[src/rtl/btle_phy_cfg_regfile.sv]
// Host-facing configuration register file for the BTLE PHY, driven by UART-framed commands.
// Define BTLE_PHY_CFG_READBACK_EN to enable the 0x52 register read command.
module btle_phy_cfg_regfile #(
  parameter int CRC_STATE_BIT_WIDTH      = 24,
  parameter int CHANNEL_NUMBER_BIT_WIDTH = 6,
  parameter int GAUSS_FILTER_BIT_WIDTH   = 16,
  parameter int SIN_COS_ADDR_BIT_WIDTH   = 11,
  parameter int IQ_BIT_WIDTH             = 8,
  parameter int LEN_UNIQUE_BIT_SEQUENCE  = 32,
  parameter int TIMEOUT_CYCLES           = 16000
) (
  input  logic                                clk,
  input  logic                                rst,
  input  logic [7:0]                          cmd_byte,
  input  logic                                cmd_valid,
  output logic [7:0]                          resp_byte,
  output logic                                resp_valid,
  input  logic                                resp_ready,
  output logic [3:0]                          tx_gauss_tap_index,
  output logic [GAUSS_FILTER_BIT_WIDTH-1:0]   tx_gauss_tap_value,
  output logic                                tx_gauss_tap_we,
  output logic [SIN_COS_ADDR_BIT_WIDTH-1:0]   tx_cos_addr,
  output logic [IQ_BIT_WIDTH-1:0]             tx_cos_data,
  output logic                                tx_cos_we,
  output logic [SIN_COS_ADDR_BIT_WIDTH-1:0]   tx_sin_addr,
  output logic [IQ_BIT_WIDTH-1:0]             tx_sin_data,
  output logic                                tx_sin_we,
  output logic [7:0]                          tx_preamble,
  output logic [31:0]                         tx_access_address,
  output logic [CRC_STATE_BIT_WIDTH-1:0]      tx_crc_init,
  output logic                                tx_crc_init_load,
  output logic [CHANNEL_NUMBER_BIT_WIDTH-1:0] tx_channel,
  output logic                                tx_channel_load,
  output logic [5:0]                          tx_pdu_addr,
  output logic [7:0]                          tx_pdu_data,
  output logic                                tx_pdu_we,
  output logic                                tx_start,
  output logic [LEN_UNIQUE_BIT_SEQUENCE-1:0]  rx_unique_bit_sequence,
  output logic [CHANNEL_NUMBER_BIT_WIDTH-1:0] rx_channel,
  output logic [CRC_STATE_BIT_WIDTH-1:0]      rx_crc_init,
  input  logic                                rx_hit_flag,
  input  logic                                rx_decode_run,
  input  logic                                rx_decode_end,
  input  logic                                rx_crc_ok,
  input  logic [2:0]                          rx_best_phase,
  input  logic [6:0]                          rx_payload_length,
  output logic [5:0]                          rx_pdu_addr,
  input  logic [7:0]                          rx_pdu_data
);

`ifdef BTLE_PHY_CFG_READBACK_EN
  localparam bit READBACK = 1'b1;
`else
  localparam bit READBACK = 1'b0;
`endif

  localparam logic [7:0] OP_WR = 8'h57, OP_RD = 8'h52, RSP_ACK = 8'h4B, RSP_ERR = 8'hEE;
  localparam int TMR_W = $clog2(TIMEOUT_CYCLES + 1);
  localparam logic [TMR_W-1:0] TMR_LOAD = TMR_W'(TIMEOUT_CYCLES - 1);

  typedef enum logic [2:0] {S_IDLE, S_ADDR, S_DATA, S_EXEC, S_RESP} state_t;

  state_t state_q, state_d;
  logic op_rd_q, op_rd_d;
  logic [7:0] addr_q, addr_d;
  logic [23:0] frame_q, frame_d;
  logic [1:0] cnt_q, cnt_d;
  logic [TMR_W-1:0] tmr_q, tmr_d;
  logic resp_valid_q, resp_valid_d;
  logic [7:0] resp_byte_q, resp_byte_d;
  logic [23:0] resp_sr_q, resp_sr_d;
  logic [1:0] resp_left_q, resp_left_d;
  logic done_q, done_d, ovf_q, ovf_d;

  logic [3:0] tap_index_q, tap_index_d;
  logic [GAUSS_FILTER_BIT_WIDTH-1:0] tap_value_q, tap_value_d;
  logic [SIN_COS_ADDR_BIT_WIDTH-1:0] cos_addr_q, cos_addr_d, sin_addr_q, sin_addr_d;
  logic [IQ_BIT_WIDTH-1:0] cos_data_q, cos_data_d, sin_data_q, sin_data_d;
  logic [7:0] preamble_q, preamble_d;
  logic [31:0] aa_q, aa_d;
  logic [CRC_STATE_BIT_WIDTH-1:0] tx_crc_q, tx_crc_d, rx_crc_q, rx_crc_d;
  logic [CHANNEL_NUMBER_BIT_WIDTH-1:0] tx_ch_q, tx_ch_d, rx_ch_q, rx_ch_d;
  logic [5:0] pdu_addr_q, pdu_addr_d, rx_pdu_addr_q, rx_pdu_addr_d;
  logic [7:0] pdu_data_q, pdu_data_d;
  logic [LEN_UNIQUE_BIT_SEQUENCE-1:0] useq_q, useq_d;
  logic [6:0] stb_q, stb_d;  // {start, pdu, ch, crc, sin, cos, tap}

  logic [31:0] wdata, rd_val;
  logic rd_ok, wr_ok, drop, clr_status;

  always_comb begin
    state_d = state_q;  op_rd_d = op_rd_q;  addr_d = addr_q;  frame_d = frame_q;
    cnt_d = cnt_q;  tmr_d = tmr_q;
    resp_valid_d = resp_valid_q;  resp_byte_d = resp_byte_q;
    resp_sr_d = resp_sr_q;  resp_left_d = resp_left_q;
    tap_index_d = tap_index_q;  tap_value_d = tap_value_q;
    cos_addr_d = cos_addr_q;  cos_data_d = cos_data_q;
    sin_addr_d = sin_addr_q;  sin_data_d = sin_data_q;
    preamble_d = preamble_q;  aa_d = aa_q;  tx_crc_d = tx_crc_q;  tx_ch_d = tx_ch_q;
    pdu_addr_d = pdu_addr_q;  pdu_data_d = pdu_data_q;
    useq_d = useq_q;  rx_ch_d = rx_ch_q;  rx_crc_d = rx_crc_q;  rx_pdu_addr_d = rx_pdu_addr_q;
    stb_d = '0;
    drop = 1'b0;
    clr_status = 1'b0;
    wdata = {cmd_byte, frame_q};
    wr_ok = (addr_q <= 8'h0D) && (addr_q != 8'h0C);

    rd_ok = 1'b1;
    rd_val = '0;
    case (addr_q)
      8'h00: begin rd_val[3:0] = tap_index_q; rd_val[16 +: GAUSS_FILTER_BIT_WIDTH] = tap_value_q; end
      8'h01: begin rd_val[SIN_COS_ADDR_BIT_WIDTH-1:0] = cos_addr_q; rd_val[16 +: IQ_BIT_WIDTH] = cos_data_q; end
      8'h02: begin rd_val[SIN_COS_ADDR_BIT_WIDTH-1:0] = sin_addr_q; rd_val[16 +: IQ_BIT_WIDTH] = sin_data_q; end
      8'h03: rd_val[7:0] = preamble_q;
      8'h04: rd_val = aa_q;
      8'h05: rd_val[CRC_STATE_BIT_WIDTH-1:0] = tx_crc_q;
      8'h06: rd_val[CHANNEL_NUMBER_BIT_WIDTH-1:0] = tx_ch_q;
      8'h07: begin rd_val[5:0] = pdu_addr_q; rd_val[15:8] = pdu_data_q; end
      8'h08: rd_val = '0;
      8'h09: rd_val[LEN_UNIQUE_BIT_SEQUENCE-1:0] = useq_q;
      8'h0A: rd_val[CHANNEL_NUMBER_BIT_WIDTH-1:0] = rx_ch_q;
      8'h0B: rd_val[CRC_STATE_BIT_WIDTH-1:0] = rx_crc_q;
      // done/overflow sit at bits 11/12; run and hit occupy the next two bits up
      8'h0C: rd_val[14:0] = {rx_hit_flag, rx_decode_run, ovf_q, done_q, rx_crc_ok,
                             rx_best_phase, rx_payload_length};
      8'h0D: rd_val[7:0] = rx_pdu_data;
      default: rd_ok = 1'b0;
    endcase

    if (resp_valid_q && resp_ready) begin
      if (resp_left_q == 2'd0) begin
        resp_valid_d = 1'b0;
      end else begin
        resp_byte_d = resp_sr_q[7:0];
        resp_sr_d   = {8'h00, resp_sr_q[23:8]};
        resp_left_d = resp_left_q - 2'd1;
      end
    end

    case (state_q)
      S_IDLE: if (cmd_valid) begin
        // an error byte still waiting on the transmitter makes the block busy
        if (resp_valid_q) begin
          drop = 1'b1;
        end else if (cmd_byte == OP_WR || (READBACK && cmd_byte == OP_RD)) begin
          op_rd_d = (cmd_byte == OP_RD);
          tmr_d   = TMR_LOAD;
          state_d = S_ADDR;
        end else begin
          resp_valid_d = 1'b1;
          resp_byte_d  = RSP_ERR;
          resp_left_d  = 2'd0;
        end
      end
      S_ADDR: if (cmd_valid) begin
        addr_d = cmd_byte;
        cnt_d  = 2'd0;
        tmr_d  = TMR_LOAD;
        state_d = op_rd_q ? S_EXEC : S_DATA;
      end else if (tmr_q == '0) begin
        state_d = S_IDLE;
      end else begin
        tmr_d = tmr_q - 1'b1;
      end
      S_DATA: if (cmd_valid) begin
        tmr_d = TMR_LOAD;
        cnt_d = cnt_q + 2'd1;
        case (cnt_q)
          2'd0: frame_d[7:0]   = cmd_byte;
          2'd1: frame_d[15:8]  = cmd_byte;
          2'd2: frame_d[23:16] = cmd_byte;
          default: begin
            state_d = S_EXEC;
            case (addr_q)
              8'h00: begin tap_index_d = wdata[3:0]; tap_value_d = wdata[16 +: GAUSS_FILTER_BIT_WIDTH]; stb_d[0] = 1'b1; end
              8'h01: begin cos_addr_d = wdata[SIN_COS_ADDR_BIT_WIDTH-1:0]; cos_data_d = wdata[16 +: IQ_BIT_WIDTH]; stb_d[1] = 1'b1; end
              8'h02: begin sin_addr_d = wdata[SIN_COS_ADDR_BIT_WIDTH-1:0]; sin_data_d = wdata[16 +: IQ_BIT_WIDTH]; stb_d[2] = 1'b1; end
              8'h03: preamble_d = wdata[7:0];
              8'h04: aa_d = wdata;
              8'h05: begin tx_crc_d = wdata[CRC_STATE_BIT_WIDTH-1:0]; stb_d[3] = 1'b1; end
              8'h06: begin tx_ch_d = wdata[CHANNEL_NUMBER_BIT_WIDTH-1:0]; stb_d[4] = 1'b1; end
              8'h07: begin pdu_addr_d = wdata[5:0]; pdu_data_d = wdata[15:8]; stb_d[5] = 1'b1; end
              8'h08: stb_d[6] = 1'b1;
              8'h09: useq_d = wdata[LEN_UNIQUE_BIT_SEQUENCE-1:0];
              8'h0A: rx_ch_d = wdata[CHANNEL_NUMBER_BIT_WIDTH-1:0];
              8'h0B: rx_crc_d = wdata[CRC_STATE_BIT_WIDTH-1:0];
              8'h0D: rx_pdu_addr_d = wdata[5:0];
              default: ;
            endcase
          end
        endcase
      end else if (tmr_q == '0) begin
        state_d = S_IDLE;
      end else begin
        tmr_d = tmr_q - 1'b1;
      end
      S_EXEC: begin
        drop = cmd_valid;
        resp_valid_d = 1'b1;
        state_d = S_RESP;
        if (op_rd_q && rd_ok) begin
          resp_byte_d = rd_val[7:0];
          resp_sr_d   = rd_val[31:8];
          resp_left_d = 2'd3;
          clr_status  = (addr_q == 8'h0C);
        end else begin
          resp_byte_d = (!op_rd_q && wr_ok) ? RSP_ACK : RSP_ERR;
          resp_left_d = 2'd0;
        end
      end
      S_RESP: begin
        drop = cmd_valid;
        if (resp_valid_q && resp_ready && resp_left_q == 2'd0) state_d = S_IDLE;
      end
      default: state_d = S_IDLE;
    endcase

    done_d = (done_q & ~clr_status) | rx_decode_end;
    ovf_d  = (ovf_q & ~clr_status) | drop;
  end

  always_ff @(posedge clk) begin
    if (rst) begin
      state_q <= S_IDLE;  op_rd_q <= 1'b0;  addr_q <= '0;  frame_q <= '0;  cnt_q <= '0;  tmr_q <= '0;
      resp_valid_q <= 1'b0;  resp_byte_q <= '0;  resp_sr_q <= '0;  resp_left_q <= '0;
      done_q <= 1'b0;  ovf_q <= 1'b0;  stb_q <= '0;
      tap_index_q <= '0;  tap_value_q <= '0;  cos_addr_q <= '0;  cos_data_q <= '0;
      sin_addr_q <= '0;  sin_data_q <= '0;  preamble_q <= '0;  aa_q <= '0;
      tx_crc_q <= '0;  tx_ch_q <= '0;  pdu_addr_q <= '0;  pdu_data_q <= '0;
      useq_q <= '0;  rx_ch_q <= '0;  rx_crc_q <= '0;  rx_pdu_addr_q <= '0;
    end else begin
      state_q <= state_d;  op_rd_q <= op_rd_d;  addr_q <= addr_d;  frame_q <= frame_d;
      cnt_q <= cnt_d;  tmr_q <= tmr_d;
      resp_valid_q <= resp_valid_d;  resp_byte_q <= resp_byte_d;
      resp_sr_q <= resp_sr_d;  resp_left_q <= resp_left_d;
      done_q <= done_d;  ovf_q <= ovf_d;  stb_q <= stb_d;
      tap_index_q <= tap_index_d;  tap_value_q <= tap_value_d;
      cos_addr_q <= cos_addr_d;  cos_data_q <= cos_data_d;
      sin_addr_q <= sin_addr_d;  sin_data_q <= sin_data_d;
      preamble_q <= preamble_d;  aa_q <= aa_d;  tx_crc_q <= tx_crc_d;  tx_ch_q <= tx_ch_d;
      pdu_addr_q <= pdu_addr_d;  pdu_data_q <= pdu_data_d;
      useq_q <= useq_d;  rx_ch_q <= rx_ch_d;  rx_crc_q <= rx_crc_d;  rx_pdu_addr_q <= rx_pdu_addr_d;
    end
  end

  assign resp_valid = resp_valid_q;
  assign resp_byte  = resp_byte_q;
  assign {tx_start, tx_pdu_we, tx_channel_load, tx_crc_init_load, tx_sin_we, tx_cos_we, tx_gauss_tap_we} = stb_q;
  assign tx_gauss_tap_index = tap_index_q;
  assign tx_gauss_tap_value = tap_value_q;
  assign tx_cos_addr = cos_addr_q;
  assign tx_cos_data = cos_data_q;
  assign tx_sin_addr = sin_addr_q;
  assign tx_sin_data = sin_data_q;
  assign tx_preamble = preamble_q;
  assign tx_access_address = aa_q;
  assign tx_crc_init = tx_crc_q;
  assign tx_channel  = tx_ch_q;
  assign tx_pdu_addr = pdu_addr_q;
  assign tx_pdu_data = pdu_data_q;
  assign rx_unique_bit_sequence = useq_q;
  assign rx_channel  = rx_ch_q;
  assign rx_crc_init = rx_crc_q;
  assign rx_pdu_addr = rx_pdu_addr_q;

endmodule

[config.mk]
export PLATFORM = sky130hd
export DESIGN_NAME = btle_phy_cfg_regfile
export DESIGN_NICKNAME = d
export VERILOG_FILES = /design/src/rtl/btle_phy_cfg_regfile.sv
export SDC_FILE = /design/constraint.sdc
export NUM_CORES = 1
export LEC_CHECK = 0
export ABC_CLOCK_PERIOD_IN_PS = 5960
export BUFFER_PORTS_ARGS = -buffer_cell sky130_fd_sc_hd__buf_2
export CORE_ASPECT_RATIO = 0.75
export CORE_MARGIN = 2
export CORE_UTILIZATION = 42
export DETAILED_ROUTE_END_ITERATION = 10
export PLACE_DENSITY = 0.64
export SETUP_SLACK_MARGIN = 0.1
export SYNTH_ARGS = -nofsm -noshare
export SYNTH_HDL_FRONTEND = slang
export SYNTH_SLANG_ARGS = --single-unit
[constraint.sdc]
create_clock -name clk -period 5.96 [get_ports clk]
set_clock_uncertainty 0.15 [all_clocks]
set_input_delay 1.788 -clock clk [delete_from_list [all_inputs] [get_ports clk]]
set_output_delay 1.788 -clock clk [all_outputs]
set_load 0.02 [all_outputs]
==> impl_metrics.csv, run 1 <==
group,metric,value,unit
place,gp_congestion,0.9728,
pwr,max-vdd-ir-drop,0.0001788,V
clock_network,clock-root-buffer,"clkbuf_16",
clock_network,max-clock-path-buffers,3,
clock_network,cts_made_buffers,34,
pwr,totalPowerFinal,4.313,mW
synth,synth_top_area_cell,"dfxtp_1",
place,hpwl,40510,µm
floorplan,rows,57,
pwr,power.density,264.5,nW/µm²
layout,multi_input_area,6875,µm²
clock_network,cts.reportedPaths.clkPinSlew,0.06,ns
routing,wirelength,59420,µm
synth,yosysUniqueCellTypes,75,
timing,fmax,0.2572,GHz
synth,syn-cell-area,13710,µm²
synth,synth-adder-area-share,0.004562,
critical_path,critPathRequiredTime,6.25,ns
global_route,grt_use_total,0.3370,
routing,vias_per_cell,6.132,
synth,async_flop_share,0,
global_route,grt_pass1_vias,13260,
floorplan,core,32240,µm²
synth,syn_nets,1788,
critical_path,startpoint_type,"input pin",
timing,setup_tns,0,ns
synth,synth_xor_area_frac,0.0006387,
global_route,grt_overflow_total,0,
timing,slew_violations,0,
timing,rsz0062_at_grt,"false",
layout,regArea,6128,µm²
timing,setup_viol,0,
synth,syn_avg_cell_area,7.840,µm²
synth,muxShareOfSynthArea,0.04508,
layout,n_antenna_cell,0,
critical_path,worst-endpoint-arrival,4.18,ns
layout,final_cell_mix,"466 x nand2_1, 304 x dfxtp_1, 258 x buf_2",
worst_hold_path,hp-class,"reg2reg",
layout,area_delta_synth_final,18.91,%
synth,yosysTopAreaCellShare,0.4468,
synth,synth-seq-cells,306,
synth,seq_area_frac_synth,0.4468,
clock_network,clk-insertion-delay-late,0.53,ns
pwr,leakage,6.062,nW
routing,wire_per_inst,25.00,µm
routing,drtPass1Iterations,6,
synth,synth-edff-count,0,
timing,slew_headroom,0.1790,
floorplan,die_h,160.5,µm
synth,synth_compound_area_frac,0.2062,
routing,drtAntennaViolNets,0,
synth,synthSimpleGateAreaFrac,0.2433,
critical_path,criticalPathCategory,"in2reg",
layout,layout_commonest_cell,"nand2_1",
synth,synth_area_leaders,"dfxtp_1 45%, nand2_1 13%, a21oi_1 9.1%",
layout,nets,1952,
clock_network,cts.repair.resized,0,
place,place_ws,1.698,ns
run,cap_violations,0,
clock_network,cts_tree,"yes",
floorplan,pin_count,260,
global_route,grt_first_pass_wirelength,86430,µm
place,io_buffer_count,259,
synth,synth_top_family_by_area,"simple AND/OR/NAND/NOR gates",
critical_path,cp-end-kind,"register",
floorplan,die_area,34120,µm²
synth,syn-instance-count,1749,
timing,worst_pin_slew,1.222,ns
timing,final-hold-violation-count,0,
global_route,grt_max_degree,147,
clock_network,htree_num_levels,2,
layout,post_route_cells_drive_above_1_share,0.2078,
global_route,antenna_found_initial,1,
timing,setup_ws,2.071,ns
routing,num_vias,14580,
layout,n_fill_cell,3215,
critical_path,cp_max_fo,25,
run_status,outcome,"finished, final reports clean",
clock_network,cts.sinks,306,
timing,min_period,3.889,ns
routing,drc_errors,0,
floorplan,start_util,0.4254,
timing,timing.final.crit_share,0.6525,
floorplan,die_w,212.6,µm
synth,ys_warn_count,0,
routing,drtIter0Drc,2180,
clock_network,post_cts_buffers,0,
synth,synth-main-ff-cell,"dfxtp_1",
clock_network,holdBufCountCts,0,
==> metal layers <==
layer	part of all wire	track usage
met5	0.00022	0
met4	0.038	0.1214
met3	0.14	0.1144
met2	0.41	0.4773
met1	0.41	0.4728
==> cells in the mapped netlist, drive strengths merged (3+ instances only) <==
| master | instances |
|---|---|
| a21oi | 250 |
| nor3 | 34 |
| o211ai | 6 |
| a22o | 5 |
| or4 | 8 |
| clkbuf | 123 |
| nor2 | 63 |
| and3 | 12 |
| a222oi | 3 |
| ha | 5 |
| a32oi | 9 |
| a221o | 4 |
| or2 | 5 |
| o21a | 6 |
| mux2i | 46 |
| nand4 | 10 |
| nor3b | 3 |
| and4 | 10 |
| nand2 | 466 |
| a221oi | 22 |
| o22ai | 7 |
| nand3 | 70 |
| nand2b | 11 |
| a31oi | 31 |
| nor4 | 9 |
| o21ai | 38 |
| a21o | 3 |
| nor2b | 19 |
| or3 | 4 |
| dfxtp | 306 |
| o31a | 3 |
| o22a | 3 |
| inv | 10 |
| a211oi | 9 |
| a31o | 11 |
| mux2 | 12 |
| o31ai | 4 |
| nand3b | 4 |
| buf | 45 |
| a311oi | 11 |
| a22oi | 18 |
==> report_power, final <==
part | total [mW] | switching [mW] | internal (mW) | leakage, nW
Clock | 2.15 | 0.873 | 1.28 | 0.547
Combinational | 0.101 | 0.0757 | 0.0250 | 3.05
Sequential | 2.06 | 0.00741 | 2.05 | 2.47
Total | 4.31 | 0.956 | 3.36 | 6.06
==> final timing paths <==
kind | start | endpoint | slack (ns) | cells past startpoint
hold / removal | rx_unique_bit_sequence[8]$_SDFFE_PP0P_ | rx_unique_bit_sequence[8]$_SDFFE_PP0P_ | 0.32 | 2
setup reg to reg | addr_q[3]$_SDFFE_PP0P_ | tx_cos_addr[1]$_SDFFE_PP0P_ | 2.30 | 5
setup / recovery | cmd_valid | rx_unique_bit_sequence[22]$_SDFFE_PP0P_ | 2.07 | 7
hold reg to reg | rx_unique_bit_sequence[8]$_SDFFE_PP0P_ | rx_unique_bit_sequence[8]$_SDFFE_PP0P_ | 0.32 | 2
==> final cells by class <==
cell class              instances  area share
multi-input cells            1265      0.4217
flip-flops and latches        306      0.3759
repair buffers                296     0.09784
clock buffers                  49     0.06062
well taps                     442     0.03392
clock inverters                 9    0.007751
inverters                      10    0.002302
==> critical path, stage by stage <==
cell and delay (ns):
buf_2 0.19, and4bb_2 0.55, nand2_1 0.35, nor3_2 0.56, buf_4 0.44, nand2_1 0.10, a21oi_1 0.17
==> cells by family (layout without fill, tap and decap cells) <==
kind of cell / Yosys count / count (layout)
flops: 306 / 306
mux: 59 / 59
fa+ha+maj: 5 / 5
xor+xnor: 1 / 1
compound gates: 461 / 461
buf+inv: 178 / 364
simple gates: 739 / 739
==> stage by stage <==
step | instances | hold WS [ns] | area, µm² | util
CTS | 2377 | 0.3157 | 16300 | 0.5058
global route | 2377 | 0.3362 | 16300 | 0.5058
detailed placement | 2319 | 0.3073 | 15190 | 0.4712
global placement | 2319 | 0.3034 | 15190 | 0.4712
finish | 2377 | 0.3156 | 16300 | 0.5058
floorplan | 1749 | 0.2861 | 13710 | -
==> registers in the layout, summed over array words and instances, names as in the netlist, 14 cells and up <==
signal	flops
tmr_q	14
rx_crc_init	24
rx_unique_bit_sequence	32
tx_access_address	32
tx_crc_init	24
frame_q	24
resp_sr_q	24
tx_gauss_tap_value	16
No activity file was read; power rests on OpenSTA's default activity.
==> run 2, diff against run 1 <==
--- a/config.mk
+++ b/config.mk
@@ -5,7 +5,7 @@
 export SDC_FILE = /design/constraint.sdc
 export NUM_CORES = 1
 export LEC_CHECK = 0
-export ABC_CLOCK_PERIOD_IN_PS = 5960
+export ABC_CLOCK_PERIOD_IN_PS = 3910
 export BUFFER_PORTS_ARGS = -buffer_cell sky130_fd_sc_hd__buf_2
 export CORE_ASPECT_RATIO = 0.75
 export CORE_MARGIN = 2
==> constraint.sdc (replaced) <==
create_clock -name clk -period 3.91 [get_ports clk]
set_clock_uncertainty 0.15 [all_clocks]
set_input_delay 1.173 -clock clk [delete_from_list [all_inputs] [get_ports clk]]
set_output_delay 1.173 -clock clk [all_outputs]
set_load 0.02 [all_outputs]
==> run 2 against run 1 <==
Final area rose by 1.6%. Non-clock buffer count up 26. Clock-buffer cell count fell by 5. Combinational power rose by 52%. Critical endpoint is now tx_crc_init[20]$_SDFFE_PP0P_.
==> impl_metrics.csv, run 2 (same netlist as run 1, synthesis figures left out) <==
group,metric,value,unit
run_status,outcome,"finished, final reports clean",
routing,drtAntennaViolNets,0,
layout,n_antenna_cell,0,
clock_network,max-clock-path-buffers,3,
place,io_buffer_count,259,
layout,area_delta_synth_final,20.82,%
clock_network,cts_tree,"yes",
floorplan,start_util,0.4254,
critical_path,crit_path_top_delay_cell,"dfxtp_2",
clock_network,htree_num_levels,2,
critical_path,cp_max_fo,29,
floorplan,die_area,34120,µm²
global_route,grt_first_pass_wirelength,86150,µm
timing,final-hold-violation-count,0,
layout,layout_commonest_cell,"nand2_1",
clock_network,post_cts_buffers,0,
timing,rsz0062_at_grt,"false",
timing,fmax,0.3191,GHz
place,hpwl,41150,µm
critical_path,crit_buf_inv,2,
critical_path,startpoint_type,"register",
layout,post_route_cells_drive_above_1_share,0.2206,
floorplan,die_w,212.6,µm
pwr,max-vdd-ir-drop,0.0002599,V
place,gp_congestion,0.9522,
critical_path,cp_top_family,"simple AND/OR/NAND/NOR gates",
critical_path,crit_path_frequent_cell,"buf_4",
layout,nets,1978,
timing,worst_pin_slew,0.9626,ns
global_route,grt_use_total,0.3357,
floorplan,rows,57,
clock_network,clock-root-buffer,"clkbuf_16",
routing,vias_per_cell,6.059,
timing,slew_violations,0,
critical_path,path_cells,"buf_4 -> nor2b_1 -> buf_4 -> nand3_1 -> or2_2 -> nand2_1 -> a21oi_1",
timing,setup_viol,0,
floorplan,die_h,160.5,µm
timing,setup_tns,0,ns
run,cap_violations,0,
layout,final_cell_mix,"466 x nand2_1, 304 x dfxtp_1, 258 x buf_2",
global_route,grt_pass1_vias,13280,
routing,drtPass1Iterations,8,
critical_path,critPathMaxStageDelay,0.79,ns
global_route,grt_max_degree,110,
routing,drtIter0Drc,2050,
timing,min_period,3.134,ns
pwr,power.density,401.0,nW/µm²
timing,timing.final.crit_share,0.8015,
routing,num_vias,14570,
clock_network,clk-insertion-delay-late,0.53,ns
clock_network,cts.reportedPaths.clkPinSlew,0.06,ns
routing,wire_per_inst,24.43,µm
clock_network,cts.repair.resized,0,
critical_path,worst-endpoint-arrival,3.37,ns
floorplan,core,32240,µm²
pwr,leakage,6.223,nW
routing,drc_errors,0,
clock_network,holdBufCountCts,0,
routing,wirelength,58760,µm
global_route,antenna_found_initial,0,
clock_network,cts.sinks,306,
global_route,grt_overflow_total,0,
clock_network,cts_made_buffers,34,
pwr,totalPowerFinal,6.644,mW
critical_path,cp-end-kind,"register",
critical_path,critPathRequiredTime,4.14,ns
worst_hold_path,hp-class,"reg2reg",
floorplan,pin_count,260,
timing,slew_headroom,0.3569,
critical_path,criticalPathCategory,"reg2reg",
[run 2: worst min-delay path: cells and delay by family, from the launching register on]
family          cells  cell delay [ns]
simple gates        1             0.05
flops               1             0.32
compound gates      1             0.05
[run 2: per-layer routing]
layer | share of wire | global-route usage | up-vias
met5 | 0 | 0 | -
met4 | 0.040 | 0.1294 | 0
li1 | - | - | 6502
met3 | 0.13 | 0.09445 | 145
met1 | 0.42 | 0.4888 | 6955
met2 | 0.41 | 0.4649 | 970
[run 2: cell type report]
cell class / instances / area (µm²)
clock buffers: 44 / 949.7
inverters: 10 / 37.54
flip-flops and latches: 306 / 6128
multi-input cells: 1265 / 6875
repair buffers: 322 / 1828
clock inverters: 16 / 195.2
well taps: 442 / 553.0
fillers: 3144 / 15670
[run 2: stage by stage]
step | hold slack [ns] | cells | utilization | area [µm²] | worst slack, ns
detailed placement | 0.3065 | 2345 | 0.4784 | 15420 | 0.6973
CTS | 0.3155 | 2405 | 0.5139 | 16570 | 0.9078
global placement | 0.3024 | 2345 | 0.4784 | 15420 | 0.7797
floorplan | 0.2861 | 1749 | - | 13710 | 0.8704
global route | 0.3387 | 2405 | 0.5139 | 16570 | 0.7616
finish | 0.3173 | 2405 | 0.5139 | 16570 | 0.7760
[run 2: final timing paths]
path	start	end	slack, ns	cells after the start
max	addr_q[0]$_SDFFE_PP0P_	tx_crc_init[20]$_SDFFE_PP0P_	0.78	7
min	tx_gauss_tap_value[12]$_SDFFE_PP0P_	tx_gauss_tap_value[12]$_SDFFE_PP0P_	0.32	2
max reg2reg	addr_q[0]$_SDFFE_PP0P_	tx_crc_init[20]$_SDFFE_PP0P_	0.78	7
min reg2reg	tx_gauss_tap_value[12]$_SDFFE_PP0P_	tx_gauss_tap_value[12]$_SDFFE_PP0P_	0.32	2
[run 2: power breakdown]
group	switching [mW]	internal, mW	total (mW)
Clock	1.37	1.99	3.35
Combinational	0.111	0.0432	0.154
Sequential	0.0108	3.12	3.14
Total	1.49	5.16	6.64
==> run 3, diff against run 2 <==
--- a/config.mk
+++ b/config.mk
@@ -5,7 +5,7 @@
 export SDC_FILE = /design/constraint.sdc
 export NUM_CORES = 1
 export LEC_CHECK = 0
-export ABC_CLOCK_PERIOD_IN_PS = 3910
+export ABC_CLOCK_PERIOD_IN_PS = 3200
 export BUFFER_PORTS_ARGS = -buffer_cell sky130_fd_sc_hd__buf_2
 export CORE_ASPECT_RATIO = 0.75
 export CORE_MARGIN = 2
==> constraint.sdc (replaced) <==
create_clock -name clk -period 3.2 [get_ports clk]
set_clock_uncertainty 0.15 [all_clocks]
set_input_delay 0.96 -clock clk [delete_from_list [all_inputs] [get_ports clk]]
set_output_delay 0.96 -clock clk [all_outputs]
set_load 0.02 [all_outputs]
==> run 3 against run 2 <==
Combinational power is 24% higher. Final area increased by 0.35%. Core utilization increased by 0.18 points. Sequential power increased by 22%.
==> impl_metrics.csv, run 3 (same netlist as run 1, synthesis figures left out) <==
group,metric,value,unit
routing,num_vias,14720,
routing,drtAntennaViolNets,0,
clock_network,cts.reportedPaths.clkPinSlew,0.06,ns
layout,post_route_cells_drive_above_1_share,0.2221,
critical_path,startpoint_type,"register",
timing,rsz0062_at_grt,"false",
floorplan,pin_count,260,
pwr,switching_share,0.2244,
critical_path,worst-endpoint-arrival,3.22,ns
timing,timing.final.crit_share,0.9113,
timing,slew_violations,0,
critical_path,worstSetupStartpoint,"addr_q[3]$_SDFFE_PP0P_",
global_route,grt_pass1_vias,13170,
worst_hold_path,min_from,"tx_gauss_tap_value[2]$_SDFFE_PP0P_",
worst_hold_path,hp-class,"reg2reg",
global_route,antenna_found_initial,0,
critical_path,critPathRequiredTime,3.50,ns
global_route,grt_overflow_total,0,
place,place_area,15530,µm²
clock_network,max-clock-path-buffers,3,
clock_network,clk-insertion-delay-late,0.53,ns
pwr,clkPwrFrac,0.494,
global_route,grt_first_pass_wirelength,85380,µm
global_route,grt.met3_usage,0.08369,
pwr,max-vdd-ir-drop,0.0002819,V
routing,wire_per_inst,24.26,µm
floorplan,rows,57,
critical_path,criticalPathCategory,"reg2reg",
timing,setup_tns,0,ns
routing,vias_per_cell,6.093,
global_route,grt_max_degree,82,
layout,final_cell_mix,"466 x nand2_1, 304 x dfxtp_1, 258 x buf_2",
global_route,grt_util_met2,0.4688,
run_status,outcome,"finished, final reports clean",
layout,fin_area,16630,µm²
clock_network,cts_tree,"yes",
run,cap_violations,0,
pwr,leakage,6.253,nW
clock_network,clock-root-buffer,"clkbuf_16",
clock_network,post_cts_buffers,0,
routing,drc_errors,0,
pwr,p_switching,1.783,mW
place,hpwl,41340,µm
place,io_buffer_count,259,
clock_network,cts_made_buffers,34,
place,gp_congestion,0.9517,
pwr,power.density,478.0,nW/µm²
timing,slew_headroom,0.4071,
global_route,grt_use_met1,0.4896,
critical_path,cp-end-kind,"register",
clock_network,cts.sinks,306,
pwr,pwr-share-comb,0.024,
layout,nets,1988,
global_route,grt_use_total,0.3324,
floorplan,die_w,212.6,µm
timing,min_period,2.916,ns
critical_path,crit-reg2reg-launch,"addr_q[3]$_SDFFE_PP0P_",
clock_network,htree_num_levels,2,
layout,layout_commonest_cell,"nand2_1",
layout,area_delta_synth_final,21.25,%
floorplan,die_h,160.5,µm
timing,fmax,0.3429,GHz
clock_network,holdBufCountCts,0,
floorplan,core,32240,µm²
routing,drtIter0Drc,2133,
floorplan,start_util,0.4254,
pwr,p_seq_frac,0.482,
floorplan,die_area,34120,µm²
pwr,p_int,6.164,mW
timing,setup_viol,0,
global_route,busiest_layer,"met1",
timing,worst_pin_slew,0.8881,ns
routing,drtPass1Iterations,8,
pwr,totalPowerFinal,7.947,mW
timing,final-hold-violation-count,0,
clock_network,cts.repair.resized,0,
critical_path,cp_max_fo,11,
routing,wirelength,58590,µm
[run 3: cell types whose count changed in the layout (fill, tap and decap cells not counted), sizes merged]
cell	delta
buf	+10
bufinv	-2
clkbuf	+5
clkinv	-1
clkinvlp	-2
diode	+1
inv	-1
[run 3: final cells by class]
class                   count  area, µm²
diodes                      1      2.502
clock buffers              49      978.4
clock inverters            10      110.1
fillers                  3156      15610
inverters                  10      37.54
multi-input cells        1265       6875
flip-flops and latches    306       6128
well taps                 442      553.0
repair buffers            332       1941
[run 3: through the flow]
| step | hold WS (ns) | setup WS, ns | std cells | util |
|---|---|---|---|---|
| floorplan | 0.2861 | 0.3734 | 1749 | - |
| global placement | 0.3044 | 0.3688 | 2355 | 0.4819 |
| detailed placement | 0.3072 | 0.2936 | 2355 | 0.4819 |
| CTS | 0.3157 | 0.3573 | 2414 | 0.5157 |
| global route | 0.3319 | 0.2080 | 2414 | 0.5157 |
| finish | 0.3166 | 0.2840 | 2415 | 0.5158 |
[run 3: worst paths after layout]
check                                            end  slack (ns)  cells past startpoint
setup / recovery             resp_byte[7]$_SDFF_PP0_        0.28                      5
hold / removal    tx_gauss_tap_value[2]$_SDFFE_PP0P_        0.32                      2
setup reg to reg             resp_byte[7]$_SDFF_PP0_        0.28                      5
hold reg to reg   tx_gauss_tap_value[2]$_SDFFE_PP0P_        0.32                      2
[run 3: routing by layer]
metal	vias to the layer above	part of all wire
met5	-	0
met4	0	0.036
met3	138	0.13
met2	1016	0.41
met1	7024	0.42
li1	6537	-
[run 3: critical path, cell delays in order (launching register included)]
cell and delay, ns:
dfxtp_1 0.45, nor4_4 0.65, nand2_1 0.56, o311ai_0 0.46, o21ai_0 0.31, a31oi_1 0.25
[run 3: power by group through the flow]
stage	clock network, mW	logic [mW]	registers [mW]
after global routing	4.10	0.202	3.83
after CTS	3.94	0.186	3.83
after global placement	0	0.185	3.91
after detailed placement	0	0.186	3.91
final	3.92	0.191	3.83
after floorplan	0	0.102	3.92
